### src/rtl/ps2_host_tx.sv
// ps2_host_tx: PS/2 host-to-device command transmitter driving ps2_clk/ps2_data open-drain via oe pins.
// Define PS2_HOST_TX_RETRY_EN to retry a failed frame once before reporting tx_err.
module ps2_host_tx #(
    parameter int INHIBIT_CYCLES = 5000,
    parameter int TIMEOUT_CYCLES = 750000,
    parameter int CNT_W          = 20
) (
    input  logic       clk,
    input  logic       rst,
    input  logic       tx_start,
    input  logic [7:0] tx_data,
    input  logic       ps2_clk_in,
    input  logic       ps2_data_in,
    output logic       ps2_clk_oe,
    output logic       ps2_data_oe,
    output logic       tx_busy,
    output logic       tx_done,
    output logic       tx_err
);

    typedef enum logic [2:0] {
        ST_IDLE      = 3'd0,
        ST_INHIBIT   = 3'd1,
        ST_SHIFT     = 3'd2,
        ST_ACK       = 3'd3,
        ST_WAIT_IDLE = 3'd4
    } state_t;

    // The start bit goes out one cycle before the clock is released, so INHIBIT_CYCLES must be >= 2.
    localparam logic [CNT_W-1:0] INH_LAST  = CNT_W'(INHIBIT_CYCLES - 1);
    localparam logic [CNT_W-1:0] INH_START = CNT_W'(INHIBIT_CYCLES - 2);
    localparam logic [CNT_W-1:0] TO_LAST   = CNT_W'(TIMEOUT_CYCLES - 1);
    localparam logic [CNT_W-1:0] CNT_ONE   = CNT_W'(1);
    localparam logic [CNT_W-1:0] CNT_ZERO  = CNT_W'(0);

    function automatic logic odd_parity(input logic [7:0] b);
        odd_parity = ~^b;
    endfunction

    state_t            state_r, state_s;
    logic [CNT_W-1:0]  cnt_r, cnt_s;
    logic [3:0]        idx_r, idx_s;
    logic [9:0]        shift_r, shift_s;
    logic [7:0]        byte_r, byte_s;
    logic              clk_oe_r, clk_oe_s;
    logic              data_oe_r, data_oe_s;
    logic              busy_r, busy_s;
    logic              done_r, done_s;
    logic              err_r, err_s;
    logic [2:0]        clk_sync_r;
    logic [1:0]        data_sync_r;
    logic              fall_s;
    logic              line_idle_s;
    logic              timeout_s;
    logic              fail_s;
    logic              retry_take_s;
`ifdef PS2_HOST_TX_RETRY_EN
    logic              retry_r, retry_s;
`endif

    // Line synchronisers; the third clock flop provides the previous level for edge detection.
    always_ff @(posedge clk or negedge rst) begin
        if (!rst) begin
            clk_sync_r  <= 3'b111;
            data_sync_r <= 2'b11;
        end else begin
            clk_sync_r  <= {clk_sync_r[1:0], ps2_clk_in};
            data_sync_r <= {data_sync_r[0], ps2_data_in};
        end
    end

    // Frame events: device clock fall, bus idle, timeout and the combined failure condition.
    always_comb begin
        fall_s      = clk_sync_r[2] & ~clk_sync_r[1];
        line_idle_s = clk_sync_r[1] & data_sync_r[1];
        timeout_s   = (cnt_r == TO_LAST);
        fail_s      = 1'b0;
        case (state_r)
            ST_SHIFT:     fail_s = ~fall_s & timeout_s;
            ST_ACK:       fail_s = fall_s ? data_sync_r[1] : timeout_s;
            ST_WAIT_IDLE: fail_s = ~line_idle_s & timeout_s;
            default:      fail_s = 1'b0;
        endcase
`ifdef PS2_HOST_TX_RETRY_EN
        retry_take_s = fail_s & ~retry_r;
`else
        retry_take_s = 1'b0;
`endif
    end

    // State register plus all registered outputs and datapath.
    always_ff @(posedge clk or negedge rst) begin
        if (!rst) begin
            state_r   <= ST_IDLE;
            cnt_r     <= CNT_ZERO;
            idx_r     <= 4'd0;
            shift_r   <= 10'd0;
            byte_r    <= 8'd0;
            clk_oe_r  <= 1'b0;
            data_oe_r <= 1'b0;
            busy_r    <= 1'b0;
            done_r    <= 1'b0;
            err_r     <= 1'b0;
`ifdef PS2_HOST_TX_RETRY_EN
            retry_r   <= 1'b0;
`endif
        end else begin
            state_r   <= state_s;
            cnt_r     <= cnt_s;
            idx_r     <= idx_s;
            shift_r   <= shift_s;
            byte_r    <= byte_s;
            clk_oe_r  <= clk_oe_s;
            data_oe_r <= data_oe_s;
            busy_r    <= busy_s;
            done_r    <= done_s;
            err_r     <= err_s;
`ifdef PS2_HOST_TX_RETRY_EN
            retry_r   <= retry_s;
`endif
        end
    end

    // Next-state logic; a failure either re-enters INHIBIT (retry) or returns to IDLE.
    always_comb begin
        state_s = state_r;
        if (fail_s) begin
            state_s = retry_take_s ? ST_INHIBIT : ST_IDLE;
        end else begin
            case (state_r)
                ST_IDLE: begin
                    if (tx_start) state_s = ST_INHIBIT;
                    else          state_s = ST_IDLE;
                end
                ST_INHIBIT: begin
                    if (cnt_r == INH_LAST) state_s = ST_SHIFT;
                    else                   state_s = ST_INHIBIT;
                end
                ST_SHIFT: begin
                    if (fall_s && (idx_r == 4'd9)) state_s = ST_ACK;
                    else                           state_s = ST_SHIFT;
                end
                ST_ACK: begin
                    if (fall_s) state_s = ST_WAIT_IDLE;
                    else        state_s = ST_ACK;
                end
                ST_WAIT_IDLE: begin
                    if (line_idle_s) state_s = ST_IDLE;
                    else             state_s = ST_WAIT_IDLE;
                end
                default: state_s = ST_IDLE;
            endcase
        end
    end

    // Output and datapath next values.
    always_comb begin
        cnt_s     = cnt_r;
        idx_s     = idx_r;
        shift_s   = shift_r;
        byte_s    = byte_r;
        clk_oe_s  = clk_oe_r;
        data_oe_s = data_oe_r;
        busy_s    = busy_r;
        done_s    = 1'b0;
        err_s     = 1'b0;
`ifdef PS2_HOST_TX_RETRY_EN
        retry_s   = retry_r;
`endif
        case (state_r)
            ST_IDLE: begin
                clk_oe_s  = 1'b0;
                data_oe_s = 1'b0;
                busy_s    = 1'b0;
                if (tx_start) begin
                    byte_s   = tx_data;
                    busy_s   = 1'b1;
                    cnt_s    = CNT_ZERO;
                    clk_oe_s = 1'b1;
`ifdef PS2_HOST_TX_RETRY_EN
                    retry_s  = 1'b0;
`endif
                end else begin
                    cnt_s = CNT_ZERO;
                end
            end
            ST_INHIBIT: begin
                if (cnt_r == INH_LAST) begin
                    clk_oe_s = 1'b0;
                    cnt_s    = CNT_ZERO;
                    idx_s    = 4'd0;
                    shift_s  = {1'b1, odd_parity(byte_r), byte_r};
                end else begin
                    cnt_s = cnt_r + CNT_ONE;
                    if (cnt_r == INH_START) data_oe_s = 1'b1;
                    else                    data_oe_s = data_oe_r;
                end
            end
            ST_SHIFT: begin
                // Host changes data on the device's falling edge; device samples on the rising edge.
                if (fall_s) begin
                    data_oe_s = ~shift_r[0];
                    shift_s   = {1'b1, shift_r[9:1]};
                    idx_s     = idx_r + 4'd1;
                    cnt_s     = CNT_ZERO;
                end else begin
                    cnt_s = cnt_r + CNT_ONE;
                end
            end
            ST_ACK: begin
                if (fall_s) cnt_s = CNT_ZERO;
                else        cnt_s = cnt_r + CNT_ONE;
            end
            ST_WAIT_IDLE: begin
                if (line_idle_s) begin
                    done_s    = 1'b1;
                    busy_s    = 1'b0;
                    clk_oe_s  = 1'b0;
                    data_oe_s = 1'b0;
                end else begin
                    cnt_s = cnt_r + CNT_ONE;
                end
            end
            default: begin
                clk_oe_s  = 1'b0;
                data_oe_s = 1'b0;
                busy_s    = 1'b0;
            end
        endcase

        if (fail_s) begin
            data_oe_s = 1'b0;
            cnt_s     = CNT_ZERO;
            done_s    = 1'b0;
            if (retry_take_s) begin
                clk_oe_s = 1'b1;
`ifdef PS2_HOST_TX_RETRY_EN
                retry_s  = 1'b1;
`endif
            end else begin
                clk_oe_s = 1'b0;
                busy_s   = 1'b0;
                err_s    = 1'b1;
            end
        end else begin
            err_s = 1'b0;
        end
    end

    assign ps2_clk_oe  = clk_oe_r;
    assign ps2_data_oe = data_oe_r;
    assign tx_busy     = busy_r;
    assign tx_done     = done_r;
    assign tx_err      = err_r;

endmodule

### config.mk
export PLATFORM = sky130hd
export DESIGN_NAME = ps2_host_tx
export DESIGN_NICKNAME = d
export VERILOG_FILES = /design/src/rtl/ps2_host_tx.sv
export SDC_FILE = /design/constraint.sdc
export NUM_CORES = 1
export LEC_CHECK = 0
export ABC_AREA = 0
export ABC_CLOCK_PERIOD_IN_PS = 5500
export CAP_MARGIN = 15
export CORE_MARGIN = 10
export CORE_UTILIZATION = 47
export CTS_CLUSTER_DIAMETER = 200
export DETAILED_ROUTE_END_ITERATION = 16
export GPL_ROUTABILITY_DRIVEN = 1
export PLACE_DENSITY = 0.75
export SLEW_MARGIN = 0
export SYNTH_ARGS = -nofsm -noshare
export SYNTH_HDL_FRONTEND = slang
export SYNTH_SLANG_ARGS = --single-unit
### constraint.sdc
create_clock -name clk -period 5.5 [get_ports clk]
set_input_delay 1.65 -clock clk [delete_from_list [all_inputs] [get_ports clk]]
set_output_delay 1.65 -clock clk [all_outputs]
set_load 0.05 [all_outputs]
Yosys cells after proc, flatten, opt, wreduce, memory -nomap -nowiden
Index checks and enable logic that the tools add are counted.

Add/sub/neg operators: 2. Equality and inequality tests: 19. Mux-type cells: 36. Bitwise logic cells: 8. Reductions and logical operators: 13.

Operator list (count): 20-bit two-way mux (4); 20-bit case mux with 4 select lines (1); 20-bit by 13-bit equality test with 1-bit output (second input constant) (2); 20-bit by 1-bit adder with 20-bit output (second input constant) (1); 20-bit equality test (second input constant) (1); 10-bit two-way mux (2); 10-bit case mux with 2 select lines (1); 3-bit != test (second input constant) (6); 1-bit two-way mux (16); 3-bit case mux with 5 select lines (1); 3-bit two-way mux (3); 4-bit two-way mux (2); 1-bit case mux with 4 select lines (2); 4-bit case mux with 2 select lines (1); 8-bit XNOR reduction (1); 3-bit by 2-bit equality test with 1-bit output (second input constant) (2); 2-bit != test (second input constant) (3); 1-bit case mux with 3 select lines (2); 2-bit AND reduction (3); 3-bit AND reduction (2); 5-bit AND reduction (1); 5-bit nonzero test (1); 4-bit by 1-bit adder with 4-bit output (second input constant) (1); 1-bit bitwise AND (4); 11 further kinds (15).

Bits in registers: 55. Input bits: 13. Output and inout port bits: 5. Logic and storage cells: 90.

Logic depth before layout (Yosys ltp)
Word-level depth: 7. Mapped depth: 8.

Least setup slack after synthesis
OpenSTA, ideal clock, no wires.

Path kind: input to register. Start point: in tx_start. End point: reg byte_r[0]. Library setup time: 0.125 ns. Arrival time: 2.653 ns. Required time: 5.375 ns. Slack: 2.722 ns. Cell stages on the path: 2. Cell sequence: nor4b_2 -> mux2_2.

Longest elaborated chain between the ends: 1.

Ends and longest elaborated chain: start: declaration (RTL line 10) `input logic tx_start,`; 2-bit AND reduction (no source line); end signal: assignment (RTL line 112) `byte_r <= byte_s;`; end: declaration (RTL line 44) `logic [7:0] byte_r, byte_s;`.

No other way between the ends. A chain may end at the register's enable or synchronous reset.

Worst setup path after layout
Start point: in tx_start. End point: reg byte_r[2].

Same word-level chain as after synthesis.

==> results.yml <==
final_layout:
  area_delta_synth_final_pct: 11.4
  final_common_cell: "dfrtp_1"
  instances_no_fill: 371
  drive_gt1_share_pct: 13.9
  fill_cells: 561
  diodes: 0
  final_nets: 312
  final_cell_mix: "dfrtp_1 (50), nand2_1 (35), o21ai_0 (18)"
timing:
  rsz0062_at_grt: "false"
  setup_viol: 0
  fin_skew_ns: 0.00653
  maxSlewViolCount: 0
  fin_crit_sh_pct: 58.3
  timing.final.hold_violations: 0
  tightest_slew_ns: 1.09
  slew_headroom_pct: 27.3
  fin_hold_ws_ns: 0.363
  max_freq_mhz: 312
  finalSetupTns_ns: 0
  fin_crit_ns: 3.21
logic_synthesis:
  syn_area_per_cell_um2: 10.2
  ys_async_sr_fraction_pct: 100
  yosys-top-cells-area: "dfrtp_1 (44%), dfstp_2 (4.6%), nand2_1 (4.6%), o21ai_0 (3.2%), mux2_2 (3.2%)"
  synthFlopType: "dfrtp_1"
  synth_nets: 295
  synth-seq-cells: 55
  yosysUniqueCellTypes: 59
  synth_edf_count: 0
  ys_warn_count: 0
  yosysTopAreaCellShare_pct: 44.0
  syn-instance-count: 278
  seq_area_frac_synth_pct: 48.6
  yosys.area.top_type: "dfrtp_1"
  syn_area_mm2: 0.00285
clock_tree:
  path_clk_slew_ns: 0.11
  cts_tree: "done"
  cts_hold_buf: 0
  cts-root-buf: "clkbuf_8"
  htreeDepth: 2
  cts_resized: 0
  cts_buffers: 5
  post-cts-setup-buffers: 0
  numClockSinks: 55
  max-clock-path-buffers: 2
  insertion_delay_ns: 0.31
floorplan:
  io_pins: 18
  start_util_pct: 48.4
  die_area_mm2: 0.00957
  coreArea_mm2: 0.00589
  die_h_um: 97.8
  die_w_um: 97.8
  num_rows: 28
pwr:
  cellPowerDensity_mw_per_mm2: 264
  power_mw: 0.837
  leakage_nw: 1.33
  ir_drop_v: 0.000135
global_route:
  antenna_found_initial: 0
  grt-ovfl-total: 0
  grt_pass1_wl_mm: 9.54
  grt_pass1_vias: 2023
  grt_usage_pct: 11.5
  grt_max_degree: 38
route:
  routed_wirelength_mm: 5.43
  final_antenna_net_count: 0
  drcViolationCount: 0
  via_per_inst: 5.55
  drt_pre_antenna_iters: 4
  routedWlPerCell_um: 14.6
  drt_iter0_drc: 131
  vias: 2060
worst_setup_path:
  cp_data_required_time_ns: 5.71
  crit_start: "tx_start"
  crit_arrival_ns: 3.42
  critPathMaxFanout: 10
  rrSetupSlack_ns: 2.94
  r2r-end: "cnt_r[2]"
  slowest_delay_ns: 0.87
  critPathCapture: "byte_r[2]"
  end_kind: "flop"
  cp_slowest_cell: "nor4b_2"
  critPathKind: "input pin to flop"
  rr_startpoint: "state_r[0]"
  rr_worst_depth: 6
  cp_cell_sequence: "clkdlybuf4s50_1 > nor4b_2 > mux2_2"
  startpoint_type: "input pin"
placement:
  gp_congestion: 0.854
  port_buffers: 17
  dpl.cell_count: 363
  hpwl_mm: 3.97
flow_run:
  drv_cap: 0
run_status:
  status: "completed"
min_path:
  hold_path.class: "flop to flop"
state kept, by name, indices dropped and copies added, names as in the netlist:
name and flops:
byte_r 8, clk_sync_r 3, cnt_r 20, data_sync_r 2, idx_r 4, ps2_clk_oe 1, ps2_data_oe 1, shift_r 10
state_r 3, tx_busy 1, tx_done 1, tx_err 1
routing by layer:
metal | vias up | GRT usage [%] | wire length (um)
li1 | 1022 | - | -
met4 | 0 | 4.70 | 116
met5 | - | 0 | 0
met1 | 985 | 15.2 | 2620
met3 | 9 | 2.47 | 213
met2 | 44 | 17.8 | 2480
Yosys cell counts, types with 2 or more instances:
cell type / number
a221o_1: 3
nor2_1: 17
o21ai_0: 18
nor4_4: 2
a21oi_1: 9
mux2_2: 8
xor2_1: 10
ha_1: 4
nand2b_1: 5
or3_1: 2
clkbuf_1: 5
dfrtp_1: 50
nand2_1: 35
nand3_1: 12
a21o_1: 3
inv_1: 6
buf_1: 2
nor3_1: 12
buf_6: 2
xnor2_1: 7
a22o_1: 2
a31oi_1: 2
and3_1: 6
dfstp_2: 5
mux2i_1: 8
nor3b_1: 2
o31ai_1: 2
or2_2: 3
nand4_1: 6
worst min path at each step:
| stage | from | end | slack, ns | cells after the start |
|---|---|---|---|---|
| floorplan | clk_sync_r[0] | clk_sync_r[1] | 0.35 | 0 |
| global placement | data_sync_r[0] | data_sync_r[1] | 0.35 | 0 |
| detailed placement | data_sync_r[0] | data_sync_r[1] | 0.35 | 0 |
| CTS | data_sync_r[0] | data_sync_r[1] | 0.36 | 0 |
| global route | data_sync_r[0] | data_sync_r[1] | 0.37 | 0 |
| finish | data_sync_r[0] | data_sync_r[1] | 0.36 | 0 |
critical path, delay by kind of cell:
| kind | cells | cell delay [ns] |
|---|---|---|
| AND/OR/NAND/NOR | 1 | 0.87 |
| multiplexers | 1 | 0.42 |
| buffers and inverters | 1 | 0.48 |
metrics by stage:
stage / utilization (%) / setup WS, ns / cell area [um2]
floorplan: - / 2.72 / 2850
global placement: 52.2 / 1.95 / 3070
detailed placement: 52.2 / 1.91 / 3070
CTS: 53.9 / 2.25 / 3170
global route: 53.9 / 2.15 / 3170
finish: 53.9 / 2.29 / 3170
cell type report:
type                    instances  area (um2)  area share (%)
multi-input cells             207        1390            43.8
flip-flops and latches         55        1380            43.6
repair buffers                 20         188            5.92
well taps                      75        93.8            2.96
clock buffers                   5        68.8            2.17
clock inverters                 3        27.5           0.868
inverters                       6        22.5           0.710
power breakdown:
| part | total [mW] | internal (mW) | switching [mW] | leakage [nW] |
|---|---|---|---|---|
| clock | 0.239 | 0.0947 | 0.144 | 0.0467 |
| combinational | 0.117 | 0.0601 | 0.0570 | 0.566 |
| sequential | 0.482 | 0.439 | 0.0431 | 0.716 |
kinds of logic after synthesis:
family                   count (synthesis)  share of synthesized area [%]
XOR/XNOR                                17                           5.23
adder cells (fa/ha/maj)                  4                           1.76
flip-flops                              55                           48.6
AO/OA/AOI/OAI                           50                           12.0
multiplexers                            17                           6.37
AND/OR/NAND/NOR                        119                           23.4
buffers and inverters                   16                           2.68
Note: power is estimated with default switching activity, not from simulation.
